### config.mk
export PLATFORM = sky130hd
export DESIGN_NAME = sys_seq
export DESIGN_NICKNAME = d
export VERILOG_FILES = /design/src/rtl/sys_seq.sv
export SDC_FILE = /design/constraint.sdc
export NUM_CORES = 1
export LEC_CHECK = 0
export BUFFER_PORTS_ARGS = -buffer_cell sky130_fd_sc_hd__buf_2
export CORE_ASPECT_RATIO = 0.7
export CORE_UTILIZATION = 28
export DETAILED_ROUTE_END_ITERATION = 10
export SLEW_MARGIN = 20
export SYNTH_ARGS = -nofsm -noshare
export SYNTH_HDL_FRONTEND = slang
export SYNTH_SLANG_ARGS = --single-unit
### constraint.sdc
create_clock -name clk -period 1.7 [get_ports clk]
set_input_delay 0.17 -clock clk [delete_from_list [all_inputs] [get_ports clk]]
set_output_delay 0.17 -clock clk [all_outputs]
set_load 0.005 [all_outputs]
### src/rtl/sys_seq.sv
// sys_seq: holds one system instruction until the machine is quiescent,
// issues it for one cycle, then enforces a post-flush dead time.
// Ports: clk, rst (async, active-low); in_vld/in_rdy/in_instr/in_pc/
//   in_extra_para/in_rs from dispatch; pipe_empty, mem_busy, kill;
//   sys_vld/sys_instr/sys_pc/sys_extra_para/csr_rs to the sys stage;
//   sys_resp, clear_pipeline from it; busy, wdog_err status.
// Optional: define SYS_SEQ_WDOG_EN to force issue after WDOG_CYC drain cycles.
`ifndef FETCH_PARA_LEN
`define FETCH_PARA_LEN 8
`endif
`ifndef EXEC_PARA_LEN
`define EXEC_PARA_LEN 2
`endif

module sys_seq #(
  parameter int XLEN      = 32,
  parameter int P         = `FETCH_PARA_LEN - `EXEC_PARA_LEN - 3,
  parameter int FLUSH_CYC = 2,
  parameter int WDOG_CYC  = 255
) (
  input  logic            clk,
  input  logic            rst,
  input  logic            in_vld,
  output logic            in_rdy,
  input  logic [XLEN-1:0] in_instr,
  input  logic [XLEN-1:0] in_pc,
  input  logic [P-1:0]    in_extra_para,
  input  logic [XLEN-1:0] in_rs,
  input  logic            pipe_empty,
  input  logic            mem_busy,
  input  logic            kill,
  output logic            sys_vld,
  output logic [XLEN-1:0] sys_instr,
  output logic [XLEN-1:0] sys_pc,
  output logic [P-1:0]    sys_extra_para,
  output logic [XLEN-1:0] csr_rs,
  input  logic            sys_resp,
  input  logic            clear_pipeline,
  output logic            busy,
  output logic            wdog_err
);

  localparam int FW = $clog2(FLUSH_CYC + 1);
  localparam logic [FW-1:0] FLOAD = FW'(FLUSH_CYC - 1);

  if (FLUSH_CYC < 1) begin : g_bad_flush
    $error("FLUSH_CYC must be >= 1");
  end
  if (WDOG_CYC < 1 || WDOG_CYC > 65535) begin : g_bad_wdog
    $error("WDOG_CYC must be 1..65535");
  end

  typedef enum logic [1:0] {
    S_IDLE,
    S_DRAIN,
    S_ISSUE,
    S_FLUSH
  } state_t;

  state_t          r_state;
  logic [XLEN-1:0] r_instr;
  logic [XLEN-1:0] r_pc;
  logic [P-1:0]    r_extra;
  logic [XLEN-1:0] r_rs;
  logic [FW-1:0]   r_fcnt;
  logic            w_accept;
  logic            w_quiet;
  // Normal completion and "no response" both return to IDLE.
  logic            w_unused_resp;

  assign w_unused_resp = sys_resp;
  assign w_quiet  = pipe_empty & ~mem_busy;
  assign in_rdy   = rst & (r_state == S_IDLE) & ~kill;
  assign w_accept = in_vld & in_rdy;

`ifdef SYS_SEQ_WDOG_EN
  localparam logic [15:0] WCMP = 16'(WDOG_CYC - 1);
  logic [15:0] r_wcnt;
  logic        r_wdog;
  assign wdog_err = r_wdog;
`else
  assign wdog_err = 1'b0;
`endif

  always_ff @(posedge clk or negedge rst) begin
    if (!rst) begin
      r_state <= S_IDLE;
      r_instr <= '0;
      r_pc    <= '0;
      r_extra <= '0;
      r_rs    <= '0;
      r_fcnt  <= '0;
`ifdef SYS_SEQ_WDOG_EN
      r_wcnt  <= '0;
      r_wdog  <= 1'b0;
`endif
    end else begin
      unique case (r_state)
        S_IDLE: begin
          if (w_accept) begin
            r_instr <= in_instr;
            r_pc    <= in_pc;
            r_extra <= in_extra_para;
            r_rs    <= in_rs;
            r_state <= S_DRAIN;
`ifdef SYS_SEQ_WDOG_EN
            r_wcnt  <= '0;
`endif
          end
        end
        S_DRAIN: begin
          // A younger-than-redirect instr must never reach the sys stage.
          if (kill) begin
            r_state <= S_IDLE;
          end else if (w_quiet) begin
            r_state <= S_ISSUE;
          end
`ifdef SYS_SEQ_WDOG_EN
          else if (r_wcnt == WCMP) begin
            r_wdog  <= 1'b1;
            r_state <= S_ISSUE;
          end else begin
            r_wcnt <= r_wcnt + 16'd1;
          end
`endif
        end
        S_ISSUE: begin
          if (clear_pipeline) begin
            r_fcnt  <= FLOAD;
            r_state <= S_FLUSH;
          end else begin
            r_state <= S_IDLE;
          end
        end
        S_FLUSH: begin
          if (r_fcnt == '0) begin
            r_state <= S_IDLE;
          end else begin
            r_fcnt <= r_fcnt - 1'b1;
          end
        end
        default: r_state <= S_IDLE;
      endcase
    end
  end

  assign sys_vld        = (r_state == S_ISSUE);
  assign busy           = (r_state != S_IDLE);
  assign sys_instr      = r_instr;
  assign sys_pc         = r_pc;
  assign sys_extra_para = r_extra;
  assign csr_rs         = r_rs;

endmodule

Word-level counts from Yosys, hierarchy flattened. Index checks and enable logic that the tools add are counted.

Register bits after elaboration: 103. Input port bits: 107. Output and inout port bits: 103. Logic and storage cells: 37.

Add/subtract/negate cells: 1. Equal/unequal tests: 8. Mux-type cells: 9. Bitwise operators: 6. Reduce and logical (&&, ||, !) cells: 7.

Operators with widths (number): 2-bit 2-to-1 mux (7); 2-bit one-hot mux with 4 select lines (1); 2-bit inequality test, second input constant (3); 3-bit AND reduction (2); 1-bit AND (4); 2-bit == test, second input constant (2); 2-bit zero test (2); 2-bit one-hot mux with 2 select lines (1); 2-bit nonzero test (2); 3-bit inequality test, second input constant (1); 2-bit by 1-bit == test with 1-bit output, second input constant (1); 2-bit by 1-bit inequality test with 1-bit output, second input constant (1); 1-bit NOT (2); 2-bit AND reduction (1); 2-bit by 1-bit subtractor with 2-bit output, second input constant (1).

Depth between registers and ports, before layout.
Word-level depth: 6. Mapped depth: 5. Depth with buffers taken out: 5.

Worst setup path after synthesis. Ideal clock, no wire load.

Path type: reg2reg. From: register r_state[0]. To: register r_rs[0] (netlist: csr_rs[0]). Setup time: 0.125 ns. Data arrival time: 1.440 ns. Data required time: 1.575 ns. Setup slack: 0.136 ns. Cell stages (with the launch flop): 6. Buffers on the path: 2. Period minus slack after synthesis: 1.564 ns. Cell sequence: dfrtp_1 buf_2 nor4b_4 nand2_4 buf_6 mux2_2.

Word-level cells in the longest chain between the ends: 5.

Ends and longest elaborated chain: from (decl) (line 60) `state_t r_state;`; from (signal assigned) (line 87) `r_state <= S_IDLE;`; from (signal assigned) (line 105) `r_state <= S_DRAIN;`; from (signal assigned) (line 114) `r_state <= S_IDLE;`; 2-bit zero test (line 73) `assign in_rdy = rst & (r_state == S_IDLE) & ~kill;`; 1-bit AND (2 in series) (line 73); named net in_rdy (line 24) `output logic in_rdy,`; 1-bit AND (line 74) `assign w_accept = in_vld & in_rdy;`; 2-bit AND reduction (no source line); to (signal assigned) (line 104) `r_rs <= in_rs;`; to (decl) (line 64) `logic [XLEN-1:0] r_rs;`.

The timed path passes the listed nets, and every way through them passes these cells. A chain may end at the register's enable or synchronous reset.

Final worst setup path.
From: input rst. To: register r_instr[24] (netlist: sys_instr[24]).

Word-level cells in the longest chain between the ends: 4.

Ends and longest elaborated chain: from (decl) (line 22) `input logic rst,`; 1-bit AND (2 in series) (line 73); 1-bit AND (line 74); 2-bit AND reduction (no source line); to (signal assigned) (line 101) `r_instr <= in_instr;`; to (decl) (line 61) `logic [XLEN-1:0] r_instr;`.

Every way passes these cells.

==> impl_metrics.yaml <==
finish:
  antenna_cells: 0
  layout-drive-gt1-share: 0.725
  fin_nets: 557
  syn_to_final_growth_pct: 38.9
logic_synthesis:
  synth_top_cell_area_share: 0.647
  yosysTopAreaCell: "dfrtp_1"
  synthCells: 237
  synthDistinctLibCells: 23
  postSynthAreaPerCell_um2: 16.8
  post-synth-top-count-cell: "dfrtp_1"
  ys_seq_area_frac: 0.647
  synth_warnings: 0
  synthTopCellsByArea: "dfrtp_1, mux2_2, buf_6, nor4b_4, ha_1"
  ys_ff_latch: 103
  synth_ff_type: "dfrtp_1"
  ys_async_sr_fraction: 1.00
  synth_nets: 345
  synth-edff-count: 0
  synth_area_um2: 3980
  synth_common_cells: "dfrtp_1, mux2_2, buf_6"
critical_path:
  critPathCaptureType: "register"
  startpoint_type: "input pin"
  arrival_ns: 1.79
  r2r_end: "sys_instr[24]"
  rr_worst_depth: 4
  worstPathMaxFanout: 52
  ff2ff_setup_slack_ns: 0.16
  cp.required_ns: 1.92
  r2r-start: "r_state[0]"
  cp-startpoint: "rst"
  worstSetupPathType: "in2reg"
sta:
  finalHoldViolations: 0
  relSlewSlack: 0.632
  tightest_slew_ns: 0.552
  fin_tns_setup_ns: 0
  finalClockSkew_ns: 0.00384
  fin_crit_ns: 1.56
  setup_viol: 0
  slew_violations: 0
  fin_crit_sh: 0.918
  max_freq_mhz: 641
  rsz0062_at_grt: "no"
global_route:
  grt_pass1_vias: 2642
  grt_usage: 0.112
  antenna_found_initial: 0
  grt_pass1_wl_um: 12500
  grt_max_degree: 104
  grt_overflow_total: 0
floorplanning:
  die_x_um: 145
  io_pins: 210
  die-area_um2: 14700
  die_y_um: 102
  initial_core_util: 0.286
  coreArea_um2: 13900
  rows: 36
worst_hold_path:
  hp-start: "in_instr[18]"
  hold-path-endpoint: "sys_instr[18]"
  min_path_type: "in2reg"
  worstHoldPathCells: 2
cts:
  h-tree-depth: 3
  cts_tree: "yes"
  cts_resized: 0
  path_clk_slew_ns: 0.07
  cts_sinks: 103
  clk_path_buf_depth: 2
  clk_latency_ns: 0.34
  cts-root-buf: "clkbuf_16"
  cts_made_buffers: 9
run:
  cap_violations: 0
status:
  outcome: "finished clean"
detailed_routing:
  drt_iter0_drc: 64
  dr_total_vias: 2647
  first_pass_iters: 6
  ant_nets: 0
  routed_wl_um: 8130
  wl_per_cell_um: 12.6
  vias_per_cell: 4.11
  drc: 0
power_and_ir_drop:
  p_per_area_nw_per_um2: 1720
  power_w: 0.00949
  leakage_nw: 2.78
  ir_worst_vdd_uv: 680
placed_design:
  portBuffers: 207
  place_congestion: 0.669
  dp_hpwl_um: 5940
[sequential cells by signal, summed over array words and instances (netlist names)]
| signal | cells |
|---|---|
| sys_pc | 32 |
| r_fcnt | 2 |
| r_state | 2 |
| sys_extra_para | 3 |
| csr_rs | 32 |
| sys_instr | 32 |
[timing repair]
| item | in CTS | in global routing |
|---|---|---|
| buffers inserted | 0 | 0 |
| hold buffers | 1 | 0 |
| setup endpoints to repair | 0 | 0 |
| hold endpoints to repair | 103 | 0 |
[metal layers]
layer | GRT usage | vias up | wire length, um
met5 | 0 | - | 0
met4 | 0.0462 | 0 | 131
met3 | 0.0525 | 9 | 754
met2 | 0.189 | 118 | 3880
met1 | 0.122 | 1273 | 3360
li1 | - | 1247 | -
[report_power, final]
part / switching (W) / internal, W
Clock: 0.000868 / 0.00128
Sequential: 0.000561 / 0.00368
Combinational: 0.00118 / 0.00192
Total: 0.00261 / 0.00688
[cell type report]
cell class              count  area (um2)
repair buffers            213        1120
multi-input cells         119        1270
fillers                  1330        8380
clock inverters             6        85.1
clock buffers              10         229
inverters                   3        11.3
well taps                 190         238
flip-flops and latches    103        2580
[worst max-delay path: stages]
cell           delay, ns
dlygate4sd3_1       0.54
buf_4               0.15
nor4b_4             0.14
nand2_4             0.09
buf_12              0.24
mux2_2              0.38
[per-stage QoR]
step                hold slack, ns  cell area, um2  utilization  instances  worst slack (ns)
CTS                         0.0333            5530        0.398        644             0.147
floorplan                   -0.126            3980            -        237             0.136
detailed placement           0.317            5210        0.374        627             0.169
global placement             0.306            5210        0.374        627             0.218
finish                      0.0546            5530        0.398        644             0.139
global route                0.0334            5530        0.398        644            0.0775
[worst max path at each step]
stage,end
after floorplan,csr_rs[0]
after global routing,sys_instr[24]
final,sys_instr[24]
after global placement,sys_instr[24]
after CTS,sys_instr[24]
after detailed placement,sys_instr[24]
[cells by family (layout without fill, tap and decap cells)]
logic type               Yosys count  in the layout  share of synthesized area
flip-flops                       103            103                      0.647
multiplexers                     100            100                      0.282
buffers and inverters             15            232                     0.0342
AND/OR/NAND/NOR                    9              9                     0.0179
AO/OA/AOI/OAI                      8              8                     0.0145
adder cells (fa/ha/maj)            1              1                    0.00314
other                              1              1                   0.000941
[cells in the final DEF, fill, tap and decap left out, types with 2 or more instances in the layout]
cell type   count
buf_2         206
dfrtp_1       103
mux2_2         99
clkbuf_16       9
inv_1           3
buf_4           3
buf_12          3
nand2b_1        2
nor2_1          2
a21oi_1         2
clkinvlp_4      2
clkinv_2        2
bufinv_16       2
No activity file was read; power rests on OpenSTA's default activity.
